<file path="src/rtl/mc_pkg.sv">
// Shared definitions for the multicycle main control: opcodes, ALU operation
// codes consumed by the ALU decoder, controller states and opcode classes.
package mc_pkg;

  localparam int unsigned OP_W    = 6;
  localparam int unsigned ALUOP_W = 3;

  localparam logic [OP_W-1:0] OP_RTYPE = 6'b000000;
  localparam logic [OP_W-1:0] OP_LW    = 6'b100011;
  localparam logic [OP_W-1:0] OP_SW    = 6'b101011;
  localparam logic [OP_W-1:0] OP_BEQ   = 6'b000100;
  localparam logic [OP_W-1:0] OP_J     = 6'b000010;
  localparam logic [OP_W-1:0] OP_ADDI  = 6'b001000;
  localparam logic [OP_W-1:0] OP_SLTI  = 6'b001010;
  localparam logic [OP_W-1:0] OP_ORI   = 6'b001101;
  localparam logic [OP_W-1:0] OP_LUI   = 6'b001111;

  localparam logic [ALUOP_W-1:0] ALUOP_ADD   = 3'b000;
  localparam logic [ALUOP_W-1:0] ALUOP_SUB   = 3'b001;
  localparam logic [ALUOP_W-1:0] ALUOP_SLT   = 3'b010;
  localparam logic [ALUOP_W-1:0] ALUOP_OR    = 3'b011;
  localparam logic [ALUOP_W-1:0] ALUOP_FUNCT = 3'b100;
  localparam logic [ALUOP_W-1:0] ALUOP_LUI   = 3'b101;

  typedef enum logic [3:0] {
    S_FETCH, S_DECODE, S_MEMADR, S_MEMRD, S_MEMWB, S_MEMWR,
    S_REX, S_RWB, S_BEQEX, S_IEX, S_IWB, S_JEX
  } state_t;

  typedef enum logic [2:0] {
    C_MEM, C_R, C_BEQ, C_J, C_IMM, C_BAD
  } opclass_t;

endpackage

</file>
<file path="src/rtl/opclass.sv">
// Combinational opcode classifier; also supplies the immediate-group ALU
// operation and the zero-extend select used in IEX/IWB.
module opclass
  import mc_pkg::*;
(
  input  logic [OP_W-1:0]    op,
  output opclass_t           cls_c,
  output logic [ALUOP_W-1:0] imm_aluop_c,
  output logic               imm_extop_c
);

  always_comb begin
    cls_c       = C_BAD;
    imm_aluop_c = ALUOP_ADD;
    imm_extop_c = 1'b0;
    case (op)
      OP_LW, OP_SW: cls_c = C_MEM;
      OP_RTYPE:     cls_c = C_R;
      OP_BEQ:       cls_c = C_BEQ;
      OP_J:         cls_c = C_J;
      OP_ADDI:      cls_c = C_IMM;
      OP_SLTI: begin
        cls_c       = C_IMM;
        imm_aluop_c = ALUOP_SLT;
      end
      OP_ORI: begin
        cls_c       = C_IMM;
        imm_aluop_c = ALUOP_OR;
        imm_extop_c = 1'b1;
      end
      OP_LUI: begin
        cls_c       = C_IMM;
        imm_aluop_c = ALUOP_LUI;
        imm_extop_c = 1'b1;
      end
      default: cls_c = C_BAD;
    endcase
  end

endmodule

</file>
<file path="src/rtl/mc_control.sv">
// Multicycle main-control FSM: sequences each instruction, drives datapath
// enables and mux selects, and stalls on the memory ready handshake.
module mc_control
  import mc_pkg::*;
(
  input  logic               clk,
  input  logic               reset,
  input  logic [OP_W-1:0]    op,
  input  logic               zero,
  input  logic               mem_ready,
  output logic               iord,
  output logic               alusrca,
  output logic               regdst,
  output logic               memtoreg,
  output logic               extop,
  output logic [1:0]         alusrcb,
  output logic [1:0]         pcsrc,
  output logic [ALUOP_W-1:0] aluop,
  output logic               irwrite,
  output logic               memwrite,
  output logic               regwrite,
  output logic               pcwrite,
  output logic               branch,
  output logic               pcen,
  output logic               illegal
);

  state_t               state;
  state_t               state_next;
  opclass_t             cls;
  logic [ALUOP_W-1:0]   imm_aluop;
  logic                 imm_extop;

  opclass u_opclass (
    .op          (op),
    .cls_c       (cls),
    .imm_aluop_c (imm_aluop),
    .imm_extop_c (imm_extop)
  );

  always_ff @(posedge clk) begin
    if (reset) state <= S_FETCH;
    else       state <= state_next;
  end

  // Next-state: the IR is stable after FETCH, so op is re-read where needed.
  always_comb begin
    state_next = state;
    case (state)
      S_FETCH:  if (mem_ready) state_next = S_DECODE;
      S_DECODE: begin
        case (cls)
          C_MEM:   state_next = S_MEMADR;
          C_R:     state_next = S_REX;
          C_BEQ:   state_next = S_BEQEX;
          C_J:     state_next = S_JEX;
          C_IMM:   state_next = S_IEX;
          default: state_next = S_FETCH;
        endcase
      end
      S_MEMADR: state_next = (op == OP_SW) ? S_MEMWR : S_MEMRD;
      S_MEMRD:  if (mem_ready) state_next = S_MEMWB;
      S_MEMWR:  if (mem_ready) state_next = S_FETCH;
      S_REX:    state_next = S_RWB;
      S_IEX:    state_next = S_IWB;
      S_MEMWB, S_RWB, S_BEQEX, S_IWB, S_JEX: state_next = S_FETCH;
      default:  state_next = S_FETCH;
    endcase
  end

  // Outputs: decoded from state; reset forces everything low in-cycle.
  always_comb begin
    iord     = 1'b0;
    alusrca  = 1'b0;
    regdst   = 1'b0;
    memtoreg = 1'b0;
    extop    = 1'b0;
    alusrcb  = 2'b00;
    pcsrc    = 2'b00;
    aluop    = ALUOP_ADD;
    irwrite  = 1'b0;
    memwrite = 1'b0;
    regwrite = 1'b0;
    pcwrite  = 1'b0;
    branch   = 1'b0;
    illegal  = 1'b0;
    if (!reset) begin
      case (state)
        S_FETCH: begin
          alusrcb = 2'b01;
          irwrite = mem_ready;
          pcwrite = mem_ready;
        end
        S_DECODE: begin
          alusrcb = 2'b11;
          illegal = (cls == C_BAD);
        end
        S_MEMADR: begin
          alusrca = 1'b1;
          alusrcb = 2'b10;
        end
        S_MEMRD:  iord = 1'b1;
        S_MEMWB: begin
          memtoreg = 1'b1;
          regwrite = 1'b1;
        end
        S_MEMWR: begin
          iord     = 1'b1;
          memwrite = 1'b1;
        end
        S_REX: begin
          alusrca = 1'b1;
          aluop   = ALUOP_FUNCT;
        end
        S_RWB: begin
          regdst   = 1'b1;
          regwrite = 1'b1;
        end
        S_BEQEX: begin
          alusrca = 1'b1;
          aluop   = ALUOP_SUB;
          pcsrc   = 2'b01;
          branch  = 1'b1;
        end
        S_IEX: begin
          alusrca = 1'b1;
          alusrcb = 2'b10;
          aluop   = imm_aluop;
          extop   = imm_extop;
        end
        S_IWB: begin
          regwrite = 1'b1;
          aluop    = imm_aluop;
          extop    = imm_extop;
        end
        S_JEX: begin
          pcsrc   = 2'b10;
          pcwrite = 1'b1;
        end
        default: ;
      endcase
    end
    pcen = pcwrite | (branch & zero);
  end

endmodule
</file>
<file path="config.mk">
export PLATFORM = sky130hd
export DESIGN_NAME = mc_control
export DESIGN_NICKNAME = d
export VERILOG_FILES = /design/src/rtl/mc_pkg.sv /design/src/rtl/opclass.sv /design/src/rtl/mc_control.sv
export SDC_FILE = /design/constraint.sdc
export NUM_CORES = 1
export LEC_CHECK = 0
export CORE_MARGIN = 4
export CORE_UTILIZATION = 35
export CTS_CLUSTER_DIAMETER = 50
export DETAILED_ROUTE_END_ITERATION = 12
export DONT_BUFFER_PORTS = 1
export PLACE_DENSITY = 0.51
export SLEW_MARGIN = 15
export SYNTH_ARGS = -nofsm -noshare
export SYNTH_HDL_FRONTEND = slang
export SYNTH_SLANG_ARGS = --single-unit
</file>
<file path="constraint.sdc">
create_clock -name clk -period 5 [get_ports clk]
set_clock_uncertainty 0.15 [all_clocks]
set_input_delay 1 -clock clk [delete_from_list [all_inputs] [get_ports clk]]
set_output_delay 1 -clock clk [all_outputs]
set_load 0.01 [all_outputs]
</file>
==> metrics.csv <==
metric,value,unit
status,"finished, final reports clean",
cts_setup_buffers,0,
drtIter0Drc,17,
root_buffer,clkbuf_4,
synthCells,98,
place_hpwl,1270,µm
hold_viol,0,
dr.pass1.iters,4,
grt-ovfl-total,0,
r2r-start,state[1],
syn_to_final_growth,-3.15,%
syn-num-nets,108,
setup_viol,0,
drive_gt1_share,9.89,%
end_kind,primary output,
cts-htree-levels,1,
netlist_area,674,µm²
synth-seq-area-share,11.9,%
comb_power_share,21.9,%
grt_pass1_vias,591,
ys_seq_elements,4,
power.internal,0.0000692,W
die_w,51.9,µm
yosysTopAreaCell,dfxtp_1,
slew_violations,0,
p_leak,0.220,nW
grt_max_degree,21,
largest_register,state,
p_sw_share,29.0,%
yosysWarnings,0,
worstPathCellList,or3b_1 -> nor3_1 -> a21o_1,
worst_slack,1.57,ns
tightest_slew,0.771,ns
power.density,149,nW/µm²
nets,103,
cts_tree,done,
wl,1730,µm
diodes,0,
vias,692,
largest_reg_flops,4,
initial_core_util,37.8,%
finalSetupTns,0,ns
hp-class,reg -> reg,
netlist_top_cells_area,"dfxtp_1, nor2_1, a21oi_1",
required,3.85,ns
place_ws,1.56,ns
layout_common_cells,"nor2_1, a21oi_1, nand2_1",
maxCapViolCount,0,
synthDominantCellAreaShare,11.9,%
arrival,2.28,ns
io_buffers,0,
row_count,15,
core-area,1780,µm²
grt.total_usage,12.6,%
async_reset_ff_share,0,%
relSlewSlack,48.2,%
max_stage_delay,0.62,ns
insertion_delay,0.24,ns
pin_count,29,
crit_type,in -> out,
peakVddDrop,0.0526,mV
cts_buffer_depth,2,
cts_buffers,3,
reg_top3,state (4),
hp-start,state[3],
cts_hold_buf,0,
yosysUniqueCellTypes,42,
finalCritPeriodShare,68.5,%
clk_pin_slew_worst_paths,0.03,ns
fin_crit,3.43,ns
rsz0062_at_grt,false,
die_h,51.9,µm
p_sw,0.0000283,W
crit_fanout,11,
critPathLaunch,reset,
clock_power_share,41.0,%
cts_repair_resize_count,0,
worstSetupStartpointType,input port,
dp_cells,113,
finalNonFillerCells,116,
power_frac_seq,37.1,%
clock_sinks,4,
dieArea,2690,µm²
viasPerCell,5.97,
post_drt_wl_per_cell,14.9,µm
ant_nets,0,
synth_flop_cell,dfxtp_1,
antenna_found_initial,0,
avgSynthCellArea,6.88,µm²
route.detailed.drc,0,
mostFrequentLayoutCell,nor2_1,
max_freq,292,MHz
grt_pass1_wl,2640,µm
place_congestion,0.707,
crit_slowest_cell,nor3_1,
synth-edff-count,0,
==> power groups by stage <==
| stage | clock network, W | registers, W | logic, W |
|---|---|---|---|
| floorplan | 0 | 0.0000343 | 0.0000254 |
| global placement | 0 | 0.0000365 | 0.0000212 |
| detailed placement | 0 | 0.0000366 | 0.0000213 |
| CTS | 0.0000395 | 0.0000361 | 0.0000214 |
| global route | 0.0000400 | 0.0000365 | 0.0000237 |
| finish | 0.0000400 | 0.0000362 | 0.0000214 |
==> cell families (layout without fill, tap and decap cells) <==
kind of cell / after synthesis / in the layout / synth area share [%]
buf+inv: 12 / 5 / 12.2
flops: 4 / 4 / 11.9
compound gates: 27 / 27 / 27.8
mux: 1 / 1 / 1.67
xor+xnor: 2 / 2 / 2.60
simple gates: 52 / 52 / 43.8
==> worst max-delay path: cells and delay by family <==
| kind | cells | cell delay, ns |
|---|---|---|
| and+or+nand+nor | 2 | 1.01 |
| AOI/OAI and AO/OA | 1 | 0.26 |
==> final cells by class <==
cell class / count / area (µm²)
Tap cell: 25 / 31.3
Multi-Input combinational cell: 82 / 512
Fill cell: 206 / 1130
Sequential cell: 4 / 80.1
Clock buffer: 3 / 22.5
Inverter: 2 / 7.51
==> path summary, 6_finish.rpt <==
kind	depth (start not counted)	slack (ns)	to
hold reg to reg	1	0.56	state[3]
setup / recovery	3	1.57	pcen
setup reg to reg	4	3.04	state[0]
hold / removal	1	0.56	state[3]
==> per-layer routing <==
layer / global-route usage, % / routed length, µm / up-vias
met2: 19.5 / 731 / 29
met4: 5.24 / 8 / 0
met1: 16.8 / 801 / 312
met3: 2.58 / 186 / 2
met5: 0 / 0 / -
li1: - / - / 349
==> synthesized netlist by cell type, types with 2 or more instances <==
cell / instances
dfxtp_1: 4
nor3_1: 7
or3b_1: 2
a21oi_1: 8
o21a_1: 2
or2_1: 2
inv_1: 2
nand4_1: 2
a31oi_1: 2
clkbuf_1: 3
o21ai_0: 2
a211oi_1: 3
nand2_1: 8
nor2_1: 13
or4b_1: 2
o41ai_1: 2
buf_4: 2
nand2b_1: 3
buf_2: 2
clkbuf_8: 2
and3_1: 2
a21o_1: 2
nand3_1: 2
==> stage by stage <==
step | util [%] | hold slack [ns] | total power, W | instance area (µm²)
3_5_place_dp | 35.4 | 0.546 | 0.0000578 | 631
4_1_cts | 36.6 | 0.562 | 0.0000970 | 653
2_1_floorplan | - | 0.447 | 0.0000596 | 674
3_3_place_gp | 35.4 | 0.542 | 0.0000577 | 631
5_1_grt | 36.6 | 0.601 | 0.000100 | 653
6_report | 36.6 | 0.563 | 0.0000975 | 653
(Power assumes the default switching activity.)
